## src/rtl/cond_flag_unit_pkg.sv

```systemverilog
// Shared definitions for the condition/flag unit: ARM condition codes,
// NZCV bit positions and FlagW encodings.
package cond_flag_unit_pkg;

    localparam logic [3:0] COND_EQ = 4'b0000;
    localparam logic [3:0] COND_NE = 4'b0001;
    localparam logic [3:0] COND_CS = 4'b0010;
    localparam logic [3:0] COND_CC = 4'b0011;
    localparam logic [3:0] COND_MI = 4'b0100;
    localparam logic [3:0] COND_PL = 4'b0101;
    localparam logic [3:0] COND_VS = 4'b0110;
    localparam logic [3:0] COND_VC = 4'b0111;
    localparam logic [3:0] COND_HI = 4'b1000;
    localparam logic [3:0] COND_LS = 4'b1001;
    localparam logic [3:0] COND_GE = 4'b1010;
    localparam logic [3:0] COND_LT = 4'b1011;
    localparam logic [3:0] COND_GT = 4'b1100;
    localparam logic [3:0] COND_LE = 4'b1101;
    localparam logic [3:0] COND_AL = 4'b1110;
    localparam logic [3:0] COND_NV = 4'b1111;

    localparam int FLAG_N = 3;
    localparam int FLAG_Z = 2;
    localparam int FLAG_C = 1;
    localparam int FLAG_V = 0;

    localparam logic [1:0] FLAGW_NONE = 2'b00;
    localparam logic [1:0] FLAGW_CV   = 2'b01;
    localparam logic [1:0] FLAGW_NZ   = 2'b10;
    localparam logic [1:0] FLAGW_ALL  = 2'b11;
    localparam int FLAGW_NZ_BIT = 1;
    localparam int FLAGW_CV_BIT = 0;

endpackage

```

## src/rtl/cond_flag_unit_cond_check.sv

```systemverilog
// Combinational ARM condition evaluation of a 4-bit condition field
// against an NZCV flag vector.
module cond_check
    import cond_flag_unit_pkg::*;
(
    input  logic [3:0] cond,
    input  logic [3:0] flags,
    output logic       cond_ex
);

    logic n, z, c, v, ge;

    assign n  = flags[FLAG_N];
    assign z  = flags[FLAG_Z];
    assign c  = flags[FLAG_C];
    assign v  = flags[FLAG_V];
    assign ge = (n == v);

    always_comb begin
        cond_ex = 1'b0;
        case (cond)
            COND_EQ: cond_ex = z;
            COND_NE: cond_ex = ~z;
            COND_CS: cond_ex = c;
            COND_CC: cond_ex = ~c;
            COND_MI: cond_ex = n;
            COND_PL: cond_ex = ~n;
            COND_VS: cond_ex = v;
            COND_VC: cond_ex = ~v;
            COND_HI: cond_ex = c & ~z;
            COND_LS: cond_ex = ~c | z;
            COND_GE: cond_ex = ge;
            COND_LT: cond_ex = ~ge;
            COND_GT: cond_ex = ~z & ge;
            COND_LE: cond_ex = z | ~ge;
            COND_AL: cond_ex = 1'b1;
            COND_NV: cond_ex = 1'b0;
            default: cond_ex = 1'b0;
        endcase
    end

endmodule

```

## src/rtl/cond_flag_unit.sv

```systemverilog
// Execute-stage condition unit: architectural NZCV register, condition
// gating of PC/register/memory writes, and executed/squashed counters.
module cond_flag_unit
    import cond_flag_unit_pkg::*;
#(
    parameter int         CNT_W     = 16,
    parameter logic [3:0] FLAGS_RST = 4'b0000
) (
    input  logic             CLK,
    input  logic             nRESET,
    input  logic             Valid,
    input  logic             Stall,
    input  logic             Flush,
    input  logic [3:0]       Cond,
    input  logic [3:0]       ALUFlags,
    input  logic [1:0]       FlagW,
    input  logic             PCS,
    input  logic             RegW,
    input  logic             MemW,
    input  logic             NoWrite,
    input  logic             CntClr,
    output logic             CondEx,
    output logic             PCSrc,
    output logic             RegWrite,
    output logic             MemWrite,
    output logic [3:0]       Flags,
    output logic             CarryIn,
    output logic [CNT_W-1:0] ExecCnt,
    output logic [CNT_W-1:0] SquashCnt
);

    logic [3:0]       flags_q;
    logic [CNT_W-1:0] exec_q;
    logic [CNT_W-1:0] squash_q;
    logic             act;
    logic             upd;
    logic             cnt_en;

    // Condition is judged on the registered flags only: no ALUFlags bypass.
    cond_check u_cond_check (
        .cond    (Cond),
        .flags   (flags_q),
        .cond_ex (CondEx)
    );

    // Stall does not gate controls (downstream holds); it only blocks state updates.
    assign act    = Valid & ~Flush & CondEx;
    assign upd    = act & ~Stall;
    assign cnt_en = Valid & ~Stall & ~Flush;

    assign PCSrc    = PCS & act;
    assign RegWrite = RegW & ~NoWrite & act;
    assign MemWrite = MemW & act;
    assign Flags    = flags_q;
    assign CarryIn  = flags_q[FLAG_C];
    assign ExecCnt  = exec_q;
    assign SquashCnt = squash_q;

    always_ff @(posedge CLK or negedge nRESET) begin
        if (!nRESET) begin
            flags_q <= FLAGS_RST;
        end else if (upd) begin
            if (FlagW[FLAGW_NZ_BIT]) begin
                flags_q[FLAG_N] <= ALUFlags[FLAG_N];
                flags_q[FLAG_Z] <= ALUFlags[FLAG_Z];
            end
            if (FlagW[FLAGW_CV_BIT]) begin
                flags_q[FLAG_C] <= ALUFlags[FLAG_C];
                flags_q[FLAG_V] <= ALUFlags[FLAG_V];
            end
        end
    end

    // Saturating counters; a clear beats a same-cycle increment.
    always_ff @(posedge CLK or negedge nRESET) begin
        if (!nRESET) begin
            exec_q   <= '0;
            squash_q <= '0;
        end else if (CntClr) begin
            exec_q   <= '0;
            squash_q <= '0;
        end else if (cnt_en) begin
            if (CondEx) begin
                if (exec_q != '1) exec_q <= exec_q + CNT_W'(1);
            end else begin
                if (squash_q != '1) squash_q <= squash_q + CNT_W'(1);
            end
        end
    end

endmodule
```

## config.mk

```make
export PLATFORM = sky130hd
export DESIGN_NAME = cond_flag_unit
export DESIGN_NICKNAME = d
export VERILOG_FILES = /design/src/rtl/cond_flag_unit_pkg.sv /design/src/rtl/cond_flag_unit_cond_check.sv /design/src/rtl/cond_flag_unit.sv
export SDC_FILE = /design/constraint.sdc
export NUM_CORES = 1
export LEC_CHECK = 0
export ABC_AREA = 1
export CAP_MARGIN = 20
export CORE_UTILIZATION = 35
export DETAILED_ROUTE_END_ITERATION = 10
export PLACE_DENSITY_LB_ADDON = 0.15
export SLEW_MARGIN = 20
export SYNTH_ARGS = -nofsm -noshare
export SYNTH_HDL_FRONTEND = slang
export SYNTH_SLANG_ARGS = --single-unit
```

## constraint.sdc

```tcl
create_clock -name CLK -period 7.3 [get_ports CLK]
set_clock_uncertainty 0.15 [all_clocks]
set_input_delay 2.19 -clock CLK [delete_from_list [all_inputs] [get_ports CLK]]
set_output_delay 2.19 -clock CLK [all_outputs]
set_load 0.01 [all_outputs]
```

==> impl_metrics.toml <==
[sta]
worst_pin_slew_ns = 0.8421
fin_ws_ns = 0.6125
finalCriticalPeriod_ns = 6.688
setup_viol = 0
relSlewSlack = 0.4386
setup-tns-final_ns = 0
rsz0062_at_grt = "no"
hold_viol = 0
fmax_mhz = 149.5
fin_crit_sh = 0.9161
drv_slew = 0

[worst_setup_path]
rr_endpoint = "SquashCnt[11]"
rrSetupSlack_ns = 5.06
r2r-start = "SquashCnt[0]"
start_kind = "input port"
r2r_cells = 9
cp.arrival_ns = 4.35
critPathMaxFanout = 19
required_ns = 4.96
path_class = "in -> out"
endpoint_kind = "output pin"

[clock_tree]
cts.clk_slew.worst_paths_ns = 0.08
cts_buffers = 5
cts_resized = 0
clockRootBuffer = "clkbuf_8"
worstSkewPairLatency_ns = 0.29
htree_levels = 2
cts_tree = "done"
cts.sinks = 36
post_cts_buffers = 0
clockBufferDepth = 2
cts_hold_buf = 0

[global_route]
grt_max_degree = 45
grt_pass1_wl_mm = 11.35
overflow = 0
antenna_found_initial = 0
grt_use_total = 0.1847
grt_pass1_vias = 2387

[hold_path]
hold_end = "Flags[2]"
min_from = "Flags[2]"
hold_depth = 2
hp-class = "reg -> reg"

[synth]
ys.flop_type = "dfrtp_1"
synth_top_area_frac = 0.3433
async_flop_share = 1.000
synthTopCellsByArea = "dfrtp_1 34%, nand2_1 14%, nand3_1 9.9%"
synth_edf_count = 0
synthCells = 362
synth.avg_cell_area_sq_um = 7.248
mappedNetlistNets = 384
yosysTopAreaCell = "dfrtp_1"
netlist_area_sq_mm = 0.002624
synth.distinct_cells = 37
synth-seq-cells = 36
ys_seq_area_frac = 0.3433
ys_warn_count = 0
post-synth-top-count-cell = "nand2_1"
synthTopCellsByCount = "96 x nand2_1, 52 x nand3_1, 36 x dfrtp_1, 36 x inv_1, 36 x nor2_1"

[placed_design]
port_buffers = 60
placed_cells = 508
place_congestion = 0.8544
dp_hpwl_mm = 4.492
pre_cts_slack_ns = 0.6246

[cells_and_area]
layout.cells.non_filler = 516
syn_to_final_growth_pct = 28.33
nNetsFinal = 438
drive_gt1_frac = 0.07194
fill_cells = 769
antenna_cells = 0

[detailed_routing]
via_count = 2466
drcViolationCount = 0
wl_per_cell_microns = 12.85
drt_first_pass_iters = 4
final_antenna_net_count = 0
totalWireLength_mm = 6.631
drt-initial-drc-count = 167
via_per_inst = 4.779

[floorplanning]
die_w_microns = 88.58
io_pins = 61
design.die.area_sq_mm = 0.007846
die_h_microns = 88.58
start_util = 0.3617
core_area_sq_mm = 0.007253
row_count = 31

[run_status]
status = "completed"

[flow_run]
cap_violations = 0

[pwr]
p_leak_nw = 1.593
ir_worst_vdd_v = 0.00008762
powerDensity_mw_per_mm2 = 180.0
routing by layer:
metal | vias up | global-route usage | part of all wire
li1 | 1286 | - | -
met1 | 1124 | 0.2637 | 0.51
met2 | 52 | 0.2916 | 0.44
met3 | 4 | 0.02519 | 0.042
met4 | 0 | 0.05279 | 0.0092
met5 | - | 0 | 0
area by class of cell:
| type | instances | area, sq um | area share |
|---|---|---|---|
| clock buffers | 7 | 96.34 | 0.02861 |
| clock inverters | 1 | 30.03 | 0.008919 |
| inverters | 39 | 146.4 | 0.04348 |
| multi-input cells | 272 | 1459 | 0.4333 |
| flip-flops and latches | 36 | 900.9 | 0.2676 |
| well taps | 99 | 123.9 | 0.03679 |
| repair buffers | 62 | 610.6 | 0.1813 |
worst max-delay path, cell delays in order:
cell             delay (ns)
clkdlybuf4s50_1        0.47
nor2_1                 0.25
nand3_1                0.12
nand2_1                0.07
inv_1                  0.04
nand2_1                0.05
nand2_1                0.05
nand3_2                0.06
nand2_2                0.08
nand3_4                0.11
buf_4                  0.27
clkdlybuf4s50_1        0.58
cells by family after synthesis:
family                     count (synthesis)  share of synthesized area
xor gates and xnor gates                  26                    0.08679
AOI/OAI and AO/OA                          7                    0.01621
buffers and inverters                     54                     0.1006
DFF                                       36                     0.3433
and+or+nand+nor                          237                     0.4435
adders and majority gates                  2                   0.009536
report_power, final:
group          internal [mW]  switching (mW)  total [mW]
clock                  0.121          0.0762       0.197
sequential             0.212          0.0219       0.234
combinational         0.0752          0.0996       0.175
total                  0.408           0.198       0.606
placed cells by master, fill, tap and decap left out, drive strengths merged:
| master | instances |
|---|---|
| bufinv | 1 |
| dfrtp | 36 |
| nor3 | 9 |
| nand3b | 2 |
| o21a | 1 |
| inv | 39 |
| ha | 2 |
| buf | 3 |
| nand4 | 28 |
| and3 | 1 |
| nand2 | 101 |
| o21ai | 3 |
| xor2 | 21 |
| o211ai | 2 |
| nor3b | 2 |
| nor2 | 39 |
| nand3 | 55 |
| clkbuf | 7 |
| xnor2 | 5 |
| a21oi | 1 |
| clkdlybuf4s50 | 59 |
state kept, by name, indices dropped and copies added, names as in the netlist:
name	cells
ExecCnt	16
Flags	4
SquashCnt	16
through the flow:
| stage | util | power (mW) | area (sq um) | hold WS (ns) |
|---|---|---|---|---|
| floorplan | - | 0.3432 | 2624 | 0.3912 |
| global placement | 0.4468 | 0.4126 | 3241 | 0.3875 |
| detailed placement | 0.4468 | 0.4147 | 3241 | 0.3869 |
| CTS | 0.4642 | 0.6148 | 3367 | 0.4061 |
| global route | 0.4642 | 0.6459 | 3367 | 0.4266 |
| finish | 0.4642 | 0.6060 | 3367 | 0.3984 |
how the worst max path moves through the flow:
stage                          end  cells past startpoint  slack (ns)  startpoint
final                       CondEx                     12        0.61     Cond[1]
after CTS                   CondEx                     12        0.61     Cond[1]
after global placement      CondEx                     12        0.69     Cond[1]
after global routing        CondEx                     12        0.47     Cond[1]
after floorplan           RegWrite                     11        1.85     Cond[0]
after detailed placement    CondEx                     12        0.62     Cond[1]
No activity file was read; power rests on OpenSTA's default activity.
